<file path="src/rtl/mem_ctrl.sv">
// rtl/mem_ctrl.sv - cache-miss memory controller: fill sequencing plus background write-back FIFO
// Define MEM_CTRL_WB_FWD_EN to serve fills from matching queued write-backs instead of flushing first.
`ifndef BYTE
`define BYTE 8
`endif
`ifndef BLK_WIDTH
`define BLK_WIDTH 256
`endif
`ifndef PA_WIDTH
`define PA_WIDTH 20
`endif

module mem_ctrl #(
  parameter int BLK_WIDTH = `BLK_WIDTH,
  parameter int PA_WIDTH  = `PA_WIDTH,
  parameter int WB_DEPTH  = 2
) (
  input  logic                 clk,
  input  logic                 rst_n,
  input  logic                 req_valid,
  output logic                 req_ready,
  input  logic                 req_wr,
  input  logic [PA_WIDTH-1:0]  req_addr,
  input  logic [BLK_WIDTH-1:0] req_wdata,
  output logic                 resp_valid,
  output logic [BLK_WIDTH-1:0] resp_data,
  output logic [PA_WIDTH-1:0]  mem_addr,
  output logic                 mem_rd_en,
  output logic                 mem_wr_en,
  output logic [BLK_WIDTH-1:0] mem_wr_data,
  input  logic [BLK_WIDTH-1:0] mem_rd_data
);
  localparam int OFF   = $clog2(BLK_WIDTH / `BYTE);
  localparam int PTR_W = (WB_DEPTH > 1) ? $clog2(WB_DEPTH) : 1;
  localparam int CNT_W = $clog2(WB_DEPTH + 1);
  localparam logic [PA_WIDTH-1:0] ALIGN_MASK = {PA_WIDTH{1'b1}} << OFF;
`ifdef MEM_CTRL_WB_FWD_EN
  localparam bit FWD_EN = 1'b1;
`else
  localparam bit FWD_EN = 1'b0;
`endif

  typedef enum logic [2:0] {IDLE, DRAIN, FLUSH, RD, WAIT, RESP} state_e;

  state_e               state_q;
  logic [PA_WIDTH-1:0]  fill_addr_q;
  logic [PA_WIDTH-1:0]  mem_addr_q;
  logic                 mem_rd_en_q, mem_wr_en_q, resp_valid_q;
  logic [BLK_WIDTH-1:0] mem_wr_data_q, resp_data_q;

  logic [PA_WIDTH-1:0]  wb_addr_q [WB_DEPTH];
  logic [BLK_WIDTH-1:0] wb_data_q [WB_DEPTH];
  logic [PTR_W-1:0]     head_q, tail_q;
  logic [CNT_W-1:0]     count_q;

  logic                 wb_full, wb_empty, push, pop, fill_acc;
  logic [PA_WIDTH-1:0]  req_addr_al;
  logic                 fwd_hit;
  logic [BLK_WIDTH-1:0] fwd_data;

  assign wb_full     = (count_q == CNT_W'(WB_DEPTH));
  assign wb_empty    = (count_q == '0);
  assign req_ready   = req_wr ? !wb_full : (state_q == IDLE);
  assign push        = req_valid && req_ready && req_wr;
  assign fill_acc    = req_valid && req_ready && !req_wr;
  assign req_addr_al = req_addr & ALIGN_MASK;

  // Without forwarding, a fill in IDLE pops the head immediately and enters FLUSH.
  assign pop = !wb_empty &&
               (((state_q == IDLE) && (!fill_acc || !FWD_EN)) || (state_q == FLUSH));

`ifdef MEM_CTRL_WB_FWD_EN
  logic [PTR_W-1:0] fwd_idx;
  always_comb begin
    fwd_hit  = 1'b0;
    fwd_data = '0;
    fwd_idx  = '0;
    // Walk oldest to newest so the last match is the newest write.
    for (int i = 0; i < WB_DEPTH; i++) begin
      fwd_idx = PTR_W'((int'(head_q) + i) % WB_DEPTH);
      if ((i < int'(count_q)) && (wb_addr_q[fwd_idx] == req_addr_al)) begin
        fwd_hit  = 1'b1;
        fwd_data = wb_data_q[fwd_idx];
      end
    end
  end
`else
  assign fwd_hit  = 1'b0;
  assign fwd_data = '0;
`endif

  always_ff @(posedge clk) begin
    if (push) begin
      wb_addr_q[tail_q] <= req_addr_al;
      wb_data_q[tail_q] <= req_wdata;
    end
  end

  always_ff @(posedge clk or negedge rst_n) begin
    if (!rst_n) begin
      head_q  <= '0;
      tail_q  <= '0;
      count_q <= '0;
    end else begin
      if (push) tail_q <= (tail_q == PTR_W'(WB_DEPTH - 1)) ? '0 : tail_q + 1'b1;
      if (pop)  head_q <= (head_q == PTR_W'(WB_DEPTH - 1)) ? '0 : head_q + 1'b1;
      case ({push, pop})
        2'b10:   count_q <= count_q + 1'b1;
        2'b01:   count_q <= count_q - 1'b1;
        default: count_q <= count_q;
      endcase
    end
  end

  always_ff @(posedge clk or negedge rst_n) begin
    if (!rst_n) begin
      state_q       <= IDLE;
      fill_addr_q   <= '0;
      mem_addr_q    <= '0;
      mem_rd_en_q   <= 1'b0;
      mem_wr_en_q   <= 1'b0;
      mem_wr_data_q <= '0;
      resp_valid_q  <= 1'b0;
      resp_data_q   <= '0;
    end else begin
      mem_rd_en_q  <= 1'b0;
      mem_wr_en_q  <= 1'b0;
      resp_valid_q <= 1'b0;
      if (pop) begin
        mem_wr_en_q   <= 1'b1;
        mem_addr_q    <= wb_addr_q[head_q];
        mem_wr_data_q <= wb_data_q[head_q];
      end
      case (state_q)
        IDLE: begin
          if (fill_acc) begin
            fill_addr_q <= req_addr_al;
            if (fwd_hit) begin
              resp_data_q <= fwd_data;
              state_q     <= RESP;
            end else if (pop) begin
              state_q <= FLUSH;
            end else begin
              mem_rd_en_q <= 1'b1;
              mem_addr_q  <= req_addr_al;
              state_q     <= RD;
            end
          end else if (pop) begin
            state_q <= DRAIN;
          end
        end
        DRAIN: state_q <= IDLE;
        FLUSH: begin
          if (!pop) begin
            mem_rd_en_q <= 1'b1;
            mem_addr_q  <= fill_addr_q;
            state_q     <= RD;
          end
        end
        RD:   state_q <= WAIT;
        WAIT: begin
          resp_data_q  <= mem_rd_data;
          resp_valid_q <= 1'b1;
          state_q      <= RESP;
        end
        // A forwarded fill arrives with resp_valid low and raises it one cycle later.
        RESP: begin
          if (resp_valid_q) state_q <= IDLE;
          else              resp_valid_q <= 1'b1;
        end
        default: state_q <= IDLE;
      endcase
    end
  end

  assign mem_addr    = mem_addr_q;
  assign mem_rd_en   = mem_rd_en_q;
  assign mem_wr_en   = mem_wr_en_q;
  assign mem_wr_data = mem_wr_data_q;
  assign resp_valid  = resp_valid_q;
  assign resp_data   = resp_data_q;
endmodule
</file>
<file path="config.mk">
export PLATFORM = sky130hd
export DESIGN_NAME = mem_ctrl
export DESIGN_NICKNAME = d
export VERILOG_FILES = /design/src/rtl/mem_ctrl.sv
export SDC_FILE = /design/constraint.sdc
export NUM_CORES = 1
export LEC_CHECK = 0
export BUFFER_PORTS_ARGS = -buffer_cell sky130_fd_sc_hd__buf_2
export CAP_MARGIN = 10
export CORE_AREA = 2 2 415 417
export DETAILED_ROUTE_END_ITERATION = 8
export DIE_AREA = 0 0 417 419
export PLACE_DENSITY = 0.46
export SYNTH_ARGS = -nofsm -noshare
export SYNTH_HDL_FRONTEND = slang
export SYNTH_SLANG_ARGS = --single-unit
</file>
<file path="constraint.sdc">
create_clock -name clk -period 14.05 [get_ports clk]
set_input_delay 1.405 -clock clk [delete_from_list [all_inputs] [get_ports clk]]
set_output_delay 1.405 -clock clk [all_outputs]
set_load 0.01 [all_outputs]
</file>
Yosys cells after proc, flatten, opt, wreduce, memory -nomap -nowiden --
Memory sizes are Yosys's and may differ from the RTL's. A register that Yosys moved wholly into a read port is not among the register bits. Index checks and enable logic that the tools add are counted.
Storage, ports and cells: logic and storage cells 63, memories kept 2, memory bits (writable) 542, input bits 536, output and inout port bits 536, bits in registers 301
Operators by class: muxes and demuxes 23, reduce and logical (&&, ||, !) cells 14, eq/ne operators 10, add/subtract/negate cells 4
Memories:
- wb_data_q | depth 2, width 256, read ports 1, clocked after Yosys merged registers in 1, write ports 1, RTL line 52 | logic [BLK_WIDTH-1:0] wb_data_q [WB_DEPTH];
- wb_addr_q | depth 2, width 15, read ports 1, clocked after Yosys merged registers in 0, write ports 1, RTL line 51 | logic [PA_WIDTH-1:0] wb_addr_q [WB_DEPTH];
Operators with widths (count):
- 20-bit 2-to-1 mux | 4
- 20-bit case mux with 2 select lines | 1
- 3-bit case mux with 5 select lines | 1
- 3-bit 2-to-1 mux | 4
- 1-bit 2-to-1 mux | 10
- 3-bit by 2-bit equality test with 1-bit output (second input constant) | 2
- 3-bit equality test (second input constant) | 2
- 2-bit equality test (second input constant) | 2
- 1-bit logical AND | 4
- 1-bit zero test | 4
- 2-bit != test (second input constant) | 2
- 1-bit case mux with 2 select lines | 2
- 2-bit case mux with 2 select lines | 1
- 3-bit zero test | 1
- 3-bit != test (second input constant) | 1
- 3-bit AND reduction | 1
- 1-bit adder (second input constant) | 2
- 2-bit by 1-bit adder with 2-bit output (second input constant) | 1
- 2-bit by 1-bit equality test with 1-bit output (second input constant) | 1
- 2-bit zero test | 1
- 2-bit AND reduction | 1
- 2-bit nonzero test | 1
- 2-bit by 1-bit subtractor with 2-bit output (second input constant) | 1
- 1-bit logical OR | 1

Depth between registers and ports, before layout --
depth after elaboration 7, gate-level depth with buffers 12, mapped depth without buffers 7

Worst setup path before layout --
Ideal clock, no wire load.
path kind input-to-reg, from input req_valid, to memory wb_addr_q[0][0] in the netlist's numbering (enable), stages 2, buffers on the path 0, library setup time 0.910 ns, data required time 13.140 ns, arrival 12.796 ns, path slack 0.345 ns, path through nand3_1 nor2_1
On the way: cells in the longest elaborated chain, start to end 4
Ends and longest elaborated chain:
- from (decl) | RTL line 20 | input logic req_valid,
- 1-bit logical AND (2 in series) | RTL line 64 | assign push = req_valid && req_ready && req_wr;
- 1-bit 2-to-1 mux | RTL line 93 | if (push) begin
- 1-bit 2-to-1 mux (not written as such) | RTL line 94 | wb_addr_q[tail_q] <= req_addr_al;
- to (decl) | RTL line 51
No other way between the ends.

Worst setup path after layout --
from register count_q[0], to register mem_wr_data_q[201], in the netlist mem_wr_data[201], read port of wb_data_q
On the way: cells in the longest elaborated chain, start to end 3
Ends and longest elaborated chain:
- from (decl) | RTL line 54 | logic [CNT_W-1:0] count_q;
- from (signal assigned) | RTL line 108 | 2'b10: count_q <= count_q + 1'b1;
- from (signal assigned) | RTL line 109 | 2'b01: count_q <= count_q - 1'b1;
- from (signal assigned) | RTL line 110 | default: count_q <= count_q;
- 2-bit zero test | RTL line 62 | assign wb_empty = (count_q == '0);
- 1-bit zero test | RTL line 69 | assign pop = !wb_empty &&
- 1-bit logical AND | RTL line 69
- to (decl) | RTL line 49 | logic [BLK_WIDTH-1:0] mem_wr_data_q, resp_data_q;
No other way between the ends. A chain may end at the register's enable or synchronous reset.

==> impl_results.md <==
- Outcome: finished, violations left
- Violated checks: max-slew violations
- Share of the synthesized area in the top cell type: 40.86%
- Port Buf Inserts: 1,066
- Starting Density: 23.35%
- Grt met3 use: 4.477%
- Detailed Place HPWL: 87,570 µm
- Cell chain of the critical path: or2_0 > buf_4 > nand2_4 > buf_4 > buf_4 > buf_4 > o21ai_0
- Die Height: 419 µm
- Net Sw Frac: 34.52%
- Total routed wirelength: 126,500 µm
- Clock sink total: 1,099
- Fraction of the mapped netlist area in adder cells: 0.03141%
- Multi-input logic area: 8950 µm²
- Critical path's slowest cell: buf_4
- M2 GR Usage: 26.09%
- Met1 Usage GRT: 14.25%
- First-pass GRT wire length: 176,700 µm
- Hold Path Class: register to register
- Area growth syn-to-layout: 30.75%
- Antenna violations before repair: 74
- Internal: 8.074 mW
- Clk pwr share: 28.1%
- Final Util: 30.53%
- CP peak stage delay: 860 ps
- Drt first pass iters: 6
- Clock skew: 32.67 ps
- Crit share post-route: 29.23%
- Max-slew headroom: -0.4969%
- Pin count of the biggest net entering global routing: 131
- Cells after synthesis: 2,437
- Root Buffer: clkbuf_16
- Slew Viols, Final: 14
- Max cap viols: 0
- Post-CTS setup buffer count: 0
- P_sw: 4.256 mW
- Synth area leader: edfxtp_1
- Vias in the first global route: 24,410
- Largest family of logic cells by synthesized area: multiplexers
- Fillers: 17,300
- Ys Warns: 0
- Critical Path Sink Type: register
- Post_cts resized: 0
- Mux cell area share after synthesis: 14.46%
- TritonCTS Buffers: 133
- Async SR Flop Fraction: 50.68%
- Synth Area in XOR/XNOR: 0.1099%
- Critical Path RT: 14,660 ps
- Dpl cells: 5,630
- Commonest cells post-synth: 557 x dfrtp_1, 542 x edfxtp_1, 275 x mux2_2, 266 x mux2i_1, 261 x nand2_1
- Pwr Density: 236.7 nW/µm²
- Final setup viols: 0
- Number of synthesized flops with an enable pin: 542
- Via count: 24,140
- Worst-Skew Late Latency: 790 ps
- Syn avg cell area: 16.35 µm²
- F_max: 243.5 MHz
- DR vias/cell: 4.100
- Syn_nets: 2,974
- Num rows: 152
- Post-Synth Simple-Gate Area: 3.282%
- RSZ-0062 raised after global routing: false
- Overflow left after global routing: 0
- H-tree depth: 4
- Longest Clk Path Bufs: 3
- Leak pwr: 22.26 nW
- Crit path max fanout: 100
- Synth cell types: 37
- Final Critical Period: 4107 ps
- Core footprint: 170,600 µm²
- RePlAce Congestion: 0.7664
- Die width: 417 µm
- Sequential Power Share: 39.6%
- DRC violations left: 0
- FF+latch area: 30,220 µm²
- Initial drt markers: 1,215
- Cell Area, Synth: 39,840 µm²
- Final nets: 4,069
- Most frequent cell after synthesis: dfrtp_1
- Seq/Total Area, Yosys: 75.85%
- Synth top area cells: edfxtp_1 41%, dfrtp_1 35%, mux2_2 7.8%, mux2i_1 6.7%, o21ai_0 3.2%
- Peak supply drop: 0.1306 mV
- Hold slack final: 468.7 ps
- Total GRT Usage: 14.01%
- Main synth FF type: dfrtp_1
- Final cell count without fillers: 5,887
- Die area: 174,700 µm²
- Post-CTS Hold Fix Bufs: 0
- Setup TNS Final: 0 ps
- CP Data Arrival Time: 4710 ps
- Fraction of layout cells with a size suffix above 1: 43.30%
- Logic pwr share: 32.3%
- GRT Max-Usage Layer: met2
- Worst Setup Slack, final: 9943 ps
- Worst-margin pin slew: 1507 ps
- Post-DRT Antenna Nets: 0
- Critical Path Source Type: register
- I/O pin count: 1,072
- Clk slew on worst S/H paths: 60 ps
- Pre-CTS setup slack: 9521 ps
- Compound-Gate Fraction of Synth Area: 4.510%
- Critical path class: register to register
- TritonCTS clock tree: built
- #FFs+latches synth: 1,099
- Hold Violations, Final: 0
- WL/cell: 21.48 µm
- Worst path most repeated cell: buf_4
critical path: cells and delay by family (launching register included):
kind,cells,cell delay [ps]
buf+inv,4,2600
compound gates,1,220
simple gates,2,570
flops,1,440
placed cells by master (no fill, tap or decap), types with 27 or more instances in the layout:
cell type  count
buf_2       1065
clkbuf_1      38
clkbuf_16    135
clkbuf_8      27
dfrtp_1      556
edfxtp_1     542
mux2_2       275
mux2i_1      266
nand2_1      260
o21ai_0      254
o21ai_1       29
worst paths after layout:
kind                                         startpoint  cells after the start                           end  slack (ps)
setup / recovery                 count_q[0]$_DFFE_PN0P_                      7  mem_wr_data[201]$_DFFE_PN0N_        9940
hold / removal             mem_wr_data[103]$_DFFE_PN0N_                      2  mem_wr_data[103]$_DFFE_PN0N_         470
hold reg to reg            mem_wr_data[103]$_DFFE_PN0N_                      2  mem_wr_data[103]$_DFFE_PN0N_         470
setup reg to reg                 count_q[0]$_DFFE_PN0P_                      7  mem_wr_data[201]$_DFFE_PN0N_        9940
min in group asynchronous                         rst_n                      1  mem_wr_data[195]$_DFFE_PN0N_         630
max in group asynchronous                         rst_n                      4   mem_wr_data[18]$_DFFE_PN0N_       10560
registers in the layout, summed over array words and instances (netlist names):
register	cells
wb_data_q	512
mem_wr_data	256
resp_data	256
wb_addr_q	30
mem_addr	20
fill_addr_q	15
state_q	3
count_q	2
head_q	1
mem_rd_en	1
mem_wr_en	1
resp_valid	1
tail_q	1
cell type report:
type,count,area share (%)
repair buffers,1096,10.81
flip-flops and latches,1099,58.02
well taps,2233,5.364
inverters,3,0.02162
clock buffers,200,7.473
clock inverters,40,1.045
multi-input cells,1199,17.18
diodes,17,0.08168
power by group through the flow:
stage	Combinational [mW]	Sequential (mW)	Clock (mW)
floorplan	1.94	5.36	0
global placement	4.10	4.91	0
detailed placement	4.14	4.94	0
CTS	4.14	4.89	3.59
global route	4.35	5.01	3.72
finish	3.98	4.88	3.47
through the flow:
| stage | power, mW | area, µm² |
|---|---|---|
| finish | 12.33 | 52090 |
| global route | 13.08 | 52080 |
| CTS | 12.62 | 52040 |
| detailed placement | 9.080 | 47610 |
| global placement | 9.015 | 47610 |
| floorplan | 7.300 | 39840 |
routing by layer:
metal | part of all wire [%] | vias up
met2 | 54 | 820
met1 | 35 | 11880
li1 | - | 11130
met5 | 0.15 | -
met4 | 3.6 | 32
met3 | 6.6 | 272
cell families after synthesis:
group                      count (synthesis)
DFF                                     1099
muxes                                    541
buffers and inverters                    139
adders and majority gates                  1
xor gates and xnor gates                   5
AOI/OAI and AO/OA                        328
and+or+nand+nor                          324
Power figures use the tool's default switching activity.
